<file path="config.mk">
export PLATFORM = sky130hd
export DESIGN_NAME = pulse_edge_sequencer
export DESIGN_NICKNAME = d
export VERILOG_FILES = /design/src/rtl/pulse_edge_sequencer.sv
export SDC_FILE = /design/constraint.sdc
export NUM_CORES = 1
export LEC_CHECK = 0
export CORE_MARGIN = 3
export CORE_UTILIZATION = 40
export DETAILED_ROUTE_END_ITERATION = 16
export GPL_ROUTABILITY_DRIVEN = 0
export SYNTH_ARGS = -nofsm -noshare
export SYNTH_HDL_FRONTEND = slang
export SYNTH_SLANG_ARGS = --single-unit
</file>
<file path="constraint.sdc">
create_clock -name iSysClk -period 6.5 [get_ports iSysClk]
set_clock_uncertainty 0.2 [all_clocks]
set_input_delay 0.65 -clock iSysClk [delete_from_list [all_inputs] [get_ports iSysClk]]
set_output_delay 0.65 -clock iSysClk [all_outputs]
set_load 0.005 [all_outputs]
</file>
<file path="src/rtl/pulse_edge_sequencer.sv">
//------------------------------------------------------------------------------
// pulse_edge_sequencer
//
// Steps an LED pattern forward each time the upstream tick level (iPulse)
// changes in the selected direction. A sequence is started by iStart. It ends
// after pStepNum steps, or it wraps back to step 0 when pLoop is set. iStop
// aborts the sequence.
//
// Parameters
//   pLedWidth : LED output width N (2..32)
//   pStepNum  : steps per sequence (1..255)
//   pEdgeSel  : 0 rising, 1 falling, 2/3 both edges of iPulse advance a step
//   pLoop     : 1 wraps to step 0 after the last step instead of stopping
//
// Ports
//   iSysClk : system clock; all logic runs on its rising edge
//   iSysRst : asynchronous active-low reset
//   iPulse  : tick level from the pulse generator (same clock domain)
//   iStart  : start request; accepted only while idle and iStop is low
//   iStop   : abort request; returns to idle with the LEDs cleared
//   iMode   : pattern select (0 walk, 1 bounce, 2 fill, 3 blink), latched at start
//   oLed    : registered LED pattern
//   oEdge   : one-cycle strobe for each qualified iPulse edge while running
//   oBusy   : high while a sequence is running
//   oDone   : one-cycle strobe when a sequence completes
//------------------------------------------------------------------------------
`timescale 1ns/1ps

module pulse_edge_sequencer #(
    parameter int unsigned pLedWidth = 8,
    parameter int unsigned pStepNum  = 16,
    parameter logic [1:0]  pEdgeSel  = 2'd2,
    parameter logic        pLoop     = 1'b0
) (
    input  logic                 iSysClk,
    input  logic                 iSysRst,
    input  logic                 iPulse,
    input  logic                 iStart,
    input  logic                 iStop,
    input  logic [1:0]           iMode,
    output logic [pLedWidth-1:0] oLed,
    output logic                 oEdge,
    output logic                 oBusy,
    output logic                 oDone
);

    typedef enum logic {
        IDLE = 1'b0,
        RUN  = 1'b1
    } state_t;

    localparam logic [7:0]           cLastStep     = 8'(pStepNum - 1);
    localparam int unsigned          cBouncePeriod = 2 * pLedWidth - 2;
    localparam logic [pLedWidth-1:0] cOne          = {{(pLedWidth-1){1'b0}}, 1'b1};
    localparam logic [pLedWidth-1:0] cAll          = {pLedWidth{1'b1}};

    state_t     rState;
    logic [7:0] rStep;
    logic [1:0] rMode;
    logic       rPulse0;
    logic       rPulse1;

    logic       pulseRise;
    logic       pulseFall;
    logic       qualEdge;

    // LED pattern for a given mode and step. Every shift amount is reduced
    // below pLedWidth first, so no shift ever runs off the end of the vector.
    function automatic logic [pLedWidth-1:0] ledPattern(input logic [1:0] mode,
                                                        input logic [7:0] step);
        int unsigned          stepMod;
        int unsigned          bouncePhase;
        int unsigned          bouncePos;
        logic [pLedWidth-1:0] pat;
        stepMod     = 32'(step) % pLedWidth;
        bouncePhase = 32'(step) % cBouncePeriod;
        bouncePos   = (bouncePhase < pLedWidth) ? bouncePhase
                                                : (cBouncePeriod - bouncePhase);
        pat         = '0;
        case (mode)
            2'd0:    pat = cOne << stepMod;
            2'd1:    pat = cOne << bouncePos;
            // Bits [stepMod:0] set: drop the unwanted high ones from an all-ones word.
            2'd2:    pat = cAll >> (pLedWidth - 1 - stepMod);
            default: pat = step[0] ? '0 : cAll;
        endcase
        return pat;
    endfunction

    // rPulse0 is the newest sample of iPulse and rPulse1 the one before, so an
    // edge is visible one clock after iPulse moves and acted on at the next.
    assign pulseRise = rPulse0 & ~rPulse1;
    assign pulseFall = ~rPulse0 & rPulse1;

    always_comb begin
        case (pEdgeSel)
            2'd0:    qualEdge = pulseRise;
            2'd1:    qualEdge = pulseFall;
            default: qualEdge = pulseRise | pulseFall;
        endcase
    end

    always_ff @(posedge iSysClk or negedge iSysRst) begin
        if (!iSysRst) begin
            rState  <= IDLE;
            rStep   <= '0;
            rMode   <= '0;
            rPulse0 <= 1'b0;
            rPulse1 <= 1'b0;
            oLed    <= '0;
            oEdge   <= 1'b0;
            oBusy   <= 1'b0;
            oDone   <= 1'b0;
        end else begin
            rPulse0 <= iPulse;
            rPulse1 <= rPulse0;
            oEdge   <= 1'b0;
            oDone   <= 1'b0;

            case (rState)
                IDLE: begin
                    if (iStart && !iStop) begin
                        rState <= RUN;
                        rStep  <= '0;
                        rMode  <= iMode;
                        oLed   <= ledPattern(iMode, 8'd0);
                        oBusy  <= 1'b1;
                    end
                end

                RUN: begin
                    // Stop takes priority, including over the final edge, so
                    // an aborted sequence never reports completion.
                    if (iStop) begin
                        rState <= IDLE;
                        rStep  <= '0;
                        oLed   <= '0;
                        oBusy  <= 1'b0;
                    end else if (qualEdge) begin
                        oEdge <= 1'b1;
                        if (rStep == cLastStep) begin
                            oDone <= 1'b1;
                            rStep <= '0;
                            if (pLoop) begin
                                oLed <= ledPattern(rMode, 8'd0);
                            end else begin
                                rState <= IDLE;
                                oLed   <= '0;
                                oBusy  <= 1'b0;
                            end
                        end else begin
                            rStep <= rStep + 8'd1;
                            oLed  <= ledPattern(rMode, rStep + 8'd1);
                        end
                    end
                end

                default: rState <= IDLE;
            endcase
        end
    end

endmodule
</file>
-- Word level (Yosys, flattened, before mapping)
Cells that the tools add are included.
- register bits after elaboration: 24
- word-level logic and storage cells: 70
- output and inout bits: 11
- bitwise operators: 6
- div/mod/pow operators: 1
- reduce and logical (&&, ||, !) cells: 8
- equality and inequality tests: 8
- $lt $le $gt $ge: 1
- add/subtract/negate cells: 3
- multiplexer cells: 31
- shift-type cells: 3
- operators by type and width (kind ; count):
    8-bit 2-to-1 mux ; 10
    32-bit by 4-bit less-than comparator with 1-bit output (second input constant) ; 1
    8-bit by 4-bit modulo with 32-bit output (second input constant) ; 1
    32-bit 2-to-1 mux ; 1
    8-bit one-hot mux with 2 select lines ; 2
    1-bit by 32-bit left shift with 8-bit output (first input constant) ; 1
    8-bit by 32-bit right shift with 8-bit output (first input constant) ; 1
    4-bit by 32-bit subtractor with 32-bit output (first input constant) ; 1
    8-bit one-hot mux with 3 select lines ; 1
    1-bit 2-to-1 mux ; 15
    8-bit by 1-bit adder with 8-bit output (second input constant) ; 1
    8-bit by 4-bit == test with 1-bit output (second input constant) ; 1
    1-bit by 3-bit left shift with 8-bit output (first input constant) ; 1
    3-bit by 2-bit inequality test with 1-bit output (second input constant) ; 2
    2-bit by 1-bit == test with 1-bit output (second input constant) ; 2
    2-bit == test (second input constant) ; 2
    2-bit logical NOT ; 2
    1-bit one-hot mux with 2 select lines ; 2
    2-bit AND reduction ; 2
    3-bit by 3-bit subtractor with 4-bit output (first input constant) ; 1
    1-bit inverter ; 3
    3-bit AND reduction ; 1
    3-bit OR reduction ; 1
    1-bit bitwise AND ; 2
    4 further kinds ; 4

-- Logic depth before layout (Yosys ltp)
- word-level depth: 10
- gate-level depth with buffers: 25
- mapped depth without buffers: 22

-- Worst setup path after synthesis
OpenSTA, ideal clock, no wires.
- path kind: register to register
- start: register rStep[1]
- end: register oLed[1]
- data arrival time: 4.847 ns
- cell stages (with the launch flop): 25
- slack: 1.366 ns
- data required time: 6.213 ns
- path through: dfrtp_1 > ha_1 > buf_2 > a21oi_1 > o21a_1 > or3_1 > buf_6 > ha_1 > nor2b_1 > o31ai_1 > mux2_2 > a311oi_2 > nor3_1 > mux2i_1 > and3_1 > inv_2 > ha_1 > nand3_1 > a21oi_1 > a41oi_2 > nand3b_1 > a221oi_2 > a311o_1 > o21a_1 > a211oi_2
- longest elaborated chain between the ends: 10
- elaborated cells on any way between the ends: 15
- RTL lines (element ; RTL line ; RTL):
    start: declaration ; 58 ; logic [7:0] rStep;
    start signal: assignment ; 152 ; rStep <= rStep + 8'd1;
    8-bit by 1-bit adder with 8-bit output ; 153 ; oLed <= ledPattern(rMode, rStep + 8'd1);
    8-bit by 4-bit modulo with 32-bit output ; 76 ; bouncePhase = 32'(step) % cBouncePeriod;
    4-bit by 32-bit subtractor with 32-bit output or 32-bit by 4-bit less-than comparator with 1-bit output (tied branches) ; 78, 77 ;
    32-bit 2-to-1 mux ; 77 ; bouncePos = (bouncePhase < pLedWidth) ? bouncePhase
    1-bit by 32-bit left shift with 8-bit output ; 82 ; 2'd1: pat = cOne << bouncePos;
    8-bit one-hot mux with 3 select lines ; 80 ; case (mode)
    8-bit 2-to-1 mux (*) ; 141 ; if (rStep == cLastStep) begin
    8-bit 2-to-1 mux (*) ; 139 ; end else if (qualEdge) begin
    8-bit 2-to-1 mux (*) ; 134 ; if (iStop) begin
    8-bit one-hot mux with 2 select lines (*) ; 120 ; case (rState)
    end signal: assignment ; 126 ; oLed <= ledPattern(iMode, 8'd0);
    end signal: assignment ; 145 ; oLed <= ledPattern(rMode, 8'd0);
    end signal: assignment ; 153 ;
    end: declaration ; 41 ; output logic [pLedWidth-1:0] oLed,
Every way passes the cells marked *; elsewhere a longest branch is shown, timed or not. The select of a mux whose other input is x is not followed.
A chain may end at the register's enable or synchronous reset.

-- Worst setup path in the final report
- start: register rStep[0]
- end: register oLed[4]
The elaborated chain is that of the path after synthesis.

==> results.ini <==
[outcome]
outcome = finished clean

[finish]
final_cell_area_um2 = 2820
seq_area_um2 = 602
antennaDiodeCount = 0
fill_cells = 647
area_growth_pct = 8.51
nets = 346
drive_gt1_frac = 0.103
multiInputGateArea_um2 = 1850

[synth]
synth_nets = 343
avgSynthCellArea_um2 = 7.93
yosys_warnings = 0
synth-seq-cells = 24
synth_cells = 328
synth_edf_count = 0
netlist_area_um2 = 2600
yosys_most_used_dff = dfrtp_1
async_reset_ff_frac = 1.00
yosys.cell_types.count = 76
seq_area_frac_synth = 0.231

[setup_path]
startpoint_type = flip-flop
slowest_delay_ps = 500
startpoint = rStep[0]$_DFFE_PN0P_
crit_top_cell = ha_1
critPathCapture = oLed[4]$_DFFE_PN0P_
rr_startpoint = rStep[0]$_DFFE_PN0P_
worstSetupPathDepth = 22
crit_required_ps = 6490
cpLargestDelayFamily = compound AO/OA/AOI/OAI gates
path_cells = ha_1 -> a21oi_1 -> o21a_1 -> or3_1 -> ha_1 -> nor2b_1 -> o31ai_1 -> mux2_2 -> a311oi_2 -> nor3_1 -> mux2i_1 -> and3_1 -> inv_2 -> ha_1 -> nand3_1 -> a21oi_1 -> a41oi_2 -> nand3b_1 -> a221oi_2 -> a311oi_1 -> nand2b_1 -> o21bai_1
ff2ff_path_depth = 22
cp_slowest_cell = or3_1
worst-path-buf-inv = 1
cp.arrival_ps = 5930
path_max_fanout = 13
crit_path_end_kind = flip-flop
r2r_slack_ps = 560
crit_type = flip-flop to flip-flop
regToRegEndpoint = oLed[4]$_DFFE_PN0P_

[sta]
setup_tns_ps = 0
max_freq_mhz = 168
finalWorstSetupSlack_ps = 557
rsz0062_at_grt = false
hold_violations = 0
period_share = 0.914
worstMarginPinSlew_ps = 1050
slew_violations = 0
slew_headroom = 0.300
finalSetupViolCount = 0
hold_slack_ps = 200
min_period_ps = 5940

[cts]
clk_latency_ps = 270
clkTransAtPathRegs_ps = 90
cts_max_path_buffers = 2
root_buffer = clkbuf_8
cts_buffers = 3
cts_sinks = 24
htree_levels = 1
tritoncts = done
cts_setup_buffers = 0

[min_path]
hold_class = flip-flop to flip-flop

[global_route]
groute.usage.overall = 0.183
grt_max_degree = 25
antenna_found_initial = 0
grt_pass1_vias = 2353
grt_pass1_wl_mm = 11.4
overflow = 0

[placement]
hpwl_mm = 4.92
placed_area_um2 = 2760
post-place-ws_ps = 555
io_buffer_count = 17

[job]
max_cap_violations = 0

[route]
met2_length_mm = 2.97
num_vias = 2523
routed.top_layer = met4
drt-vias-per-instance = 6.23
drt_iter0_drc = 204
drtPass1Iterations = 5
met3WireLength_um = 230
wl_per_cell_um = 16.3
wirelength_met1_mm = 3.25
routed_wl_mm = 6.59
drc = 0
final_antenna_net_count = 0

[floorplan]
coreArea_um2 = 6100
die_x_um = 86.6
die-area_um2 = 7510
initial_utilization = 0.427
die-height_um = 86.6
rows = 28
pin_count = 18

[pwr]
p_per_area_nw_per_um2 = 147
p_leak_nw = 1.09
peakVddDrop_mv = 0.128
power.total_w = 0.000416

==> timing repair <==
action	4_1_cts	5_1_grt
hold buffers	0	0
setup endpoints to repair	0	8
gates resized for setup	0	2
==> state kept, by name, summed over array words and instances, names as in the netlist <==
register and count:
oDone 1, rMode 2, rPulse0 1, oLed 8
oEdge 1, rStep 8, oBusy 1, rState 1
rPulse1 1
==> cell families (layout without fill, tap and decap cells) <==
group                      count (synthesis)  count (layout)  share of synthesized area
AOI/OAI and AO/OA                        115             115                      0.322
xor gates and xnor gates                   9               9                     0.0457
adders and majority gates                  8               8                     0.0385
buffers and inverters                     33              35                     0.0620
DFF                                       24              24                      0.231
muxes                                      6               6                     0.0241
and+or+nand+nor                          133             133                      0.277
==> cell usage after synthesis (all sizes together), types with 6 or more instances <==
cell | instances | area, um2
and3 | 6 | 42.5
ha | 8 | 100
a21oi | 21 | 105
clkbuf | 9 | 33.8
a211oi | 6 | 50.1
o21ai | 22 | 110
and2 | 10 | 63.8
nand3 | 11 | 67.6
o31ai | 9 | 77.6
nor2 | 29 | 109
nand2 | 30 | 115
inv | 13 | 48.8
nor3 | 10 | 50.1
nand2b | 8 | 57.6
buf | 11 | 78.8
a31oi | 8 | 50.1
dfrtp | 24 | 601
==> area by class of cell <==
| type | instances | area share |
|---|---|---|
| Multi-Input combinational cell | 271 | 0.654 |
| Tap cell | 75 | 0.0332 |
| Timing Repair Buffer | 18 | 0.0629 |
| Sequential cell | 24 | 0.213 |
| Inverter | 13 | 0.0173 |
| Clock buffer | 4 | 0.0195 |
==> placed cells by master, fill, tap and decap left out, types with 3 or more instances in the layout <==
| cell | instances |
|---|---|
| a21oi_1 | 21 |
| nor2_1 | 29 |
| nor2b_1 | 5 |
| o21ai_0 | 18 |
| nand2b_1 | 7 |
| o311ai_0 | 3 |
| o22ai_1 | 5 |
| xnor2_1 | 4 |
| mux2i_1 | 4 |
| o21ai_1 | 4 |
| inv_1 | 11 |
| and2_1 | 9 |
| nand3_1 | 10 |
| clkdlybuf4s50_1 | 17 |
| or3_1 | 5 |
| nand3b_1 | 3 |
| dfrtp_1 | 23 |
| and3_1 | 5 |
| a21o_1 | 4 |
| clkbuf_8 | 4 |
| o31ai_1 | 7 |
| a31oi_1 | 8 |
| o21a_1 | 4 |
| a211oi_1 | 5 |
| ha_1 | 8 |
| nor4_1 | 3 |
| nor3_1 | 10 |
| nand2_1 | 29 |
==> stage by stage <==
step,std cells,util
floorplan,328,-
global placement,401,0.453
detailed placement,401,0.453
CTS,405,0.462
global route,405,0.463
finish,405,0.463
==> power breakdown <==
group	switching (W)	total, W	internal, W
logic	0.0000720	0.000133	0.0000609
clock network	0.0000492	0.000103	0.0000541
registers	0.0000142	0.000180	0.000166
==> routing by layer <==
metal  vias up  track usage
met5         -            0
met4         0       0.0467
met3        12       0.0247
met2        77        0.282
met1      1197        0.269
li1       1237            -
==> worst min path at each step <==
stage	endpoint	startpoint	slack [ps]	depth (start not counted)
global route	rPulse1$_DFF_PN0_	rPulse0$_DFF_PN0_	210	0
CTS	rPulse1$_DFF_PN0_	rPulse0$_DFF_PN0_	210	0
floorplan	oBusy$_DFFE_PN0P_	iSysRst	150	0
global placement	rPulse1$_DFF_PN0_	rPulse0$_DFF_PN0_	180	0
detailed placement	rPulse1$_DFF_PN0_	rPulse0$_DFF_PN0_	200	0
finish	rPulse1$_DFF_PN0_	rPulse0$_DFF_PN0_	200	0
(Power assumes the default switching activity.)
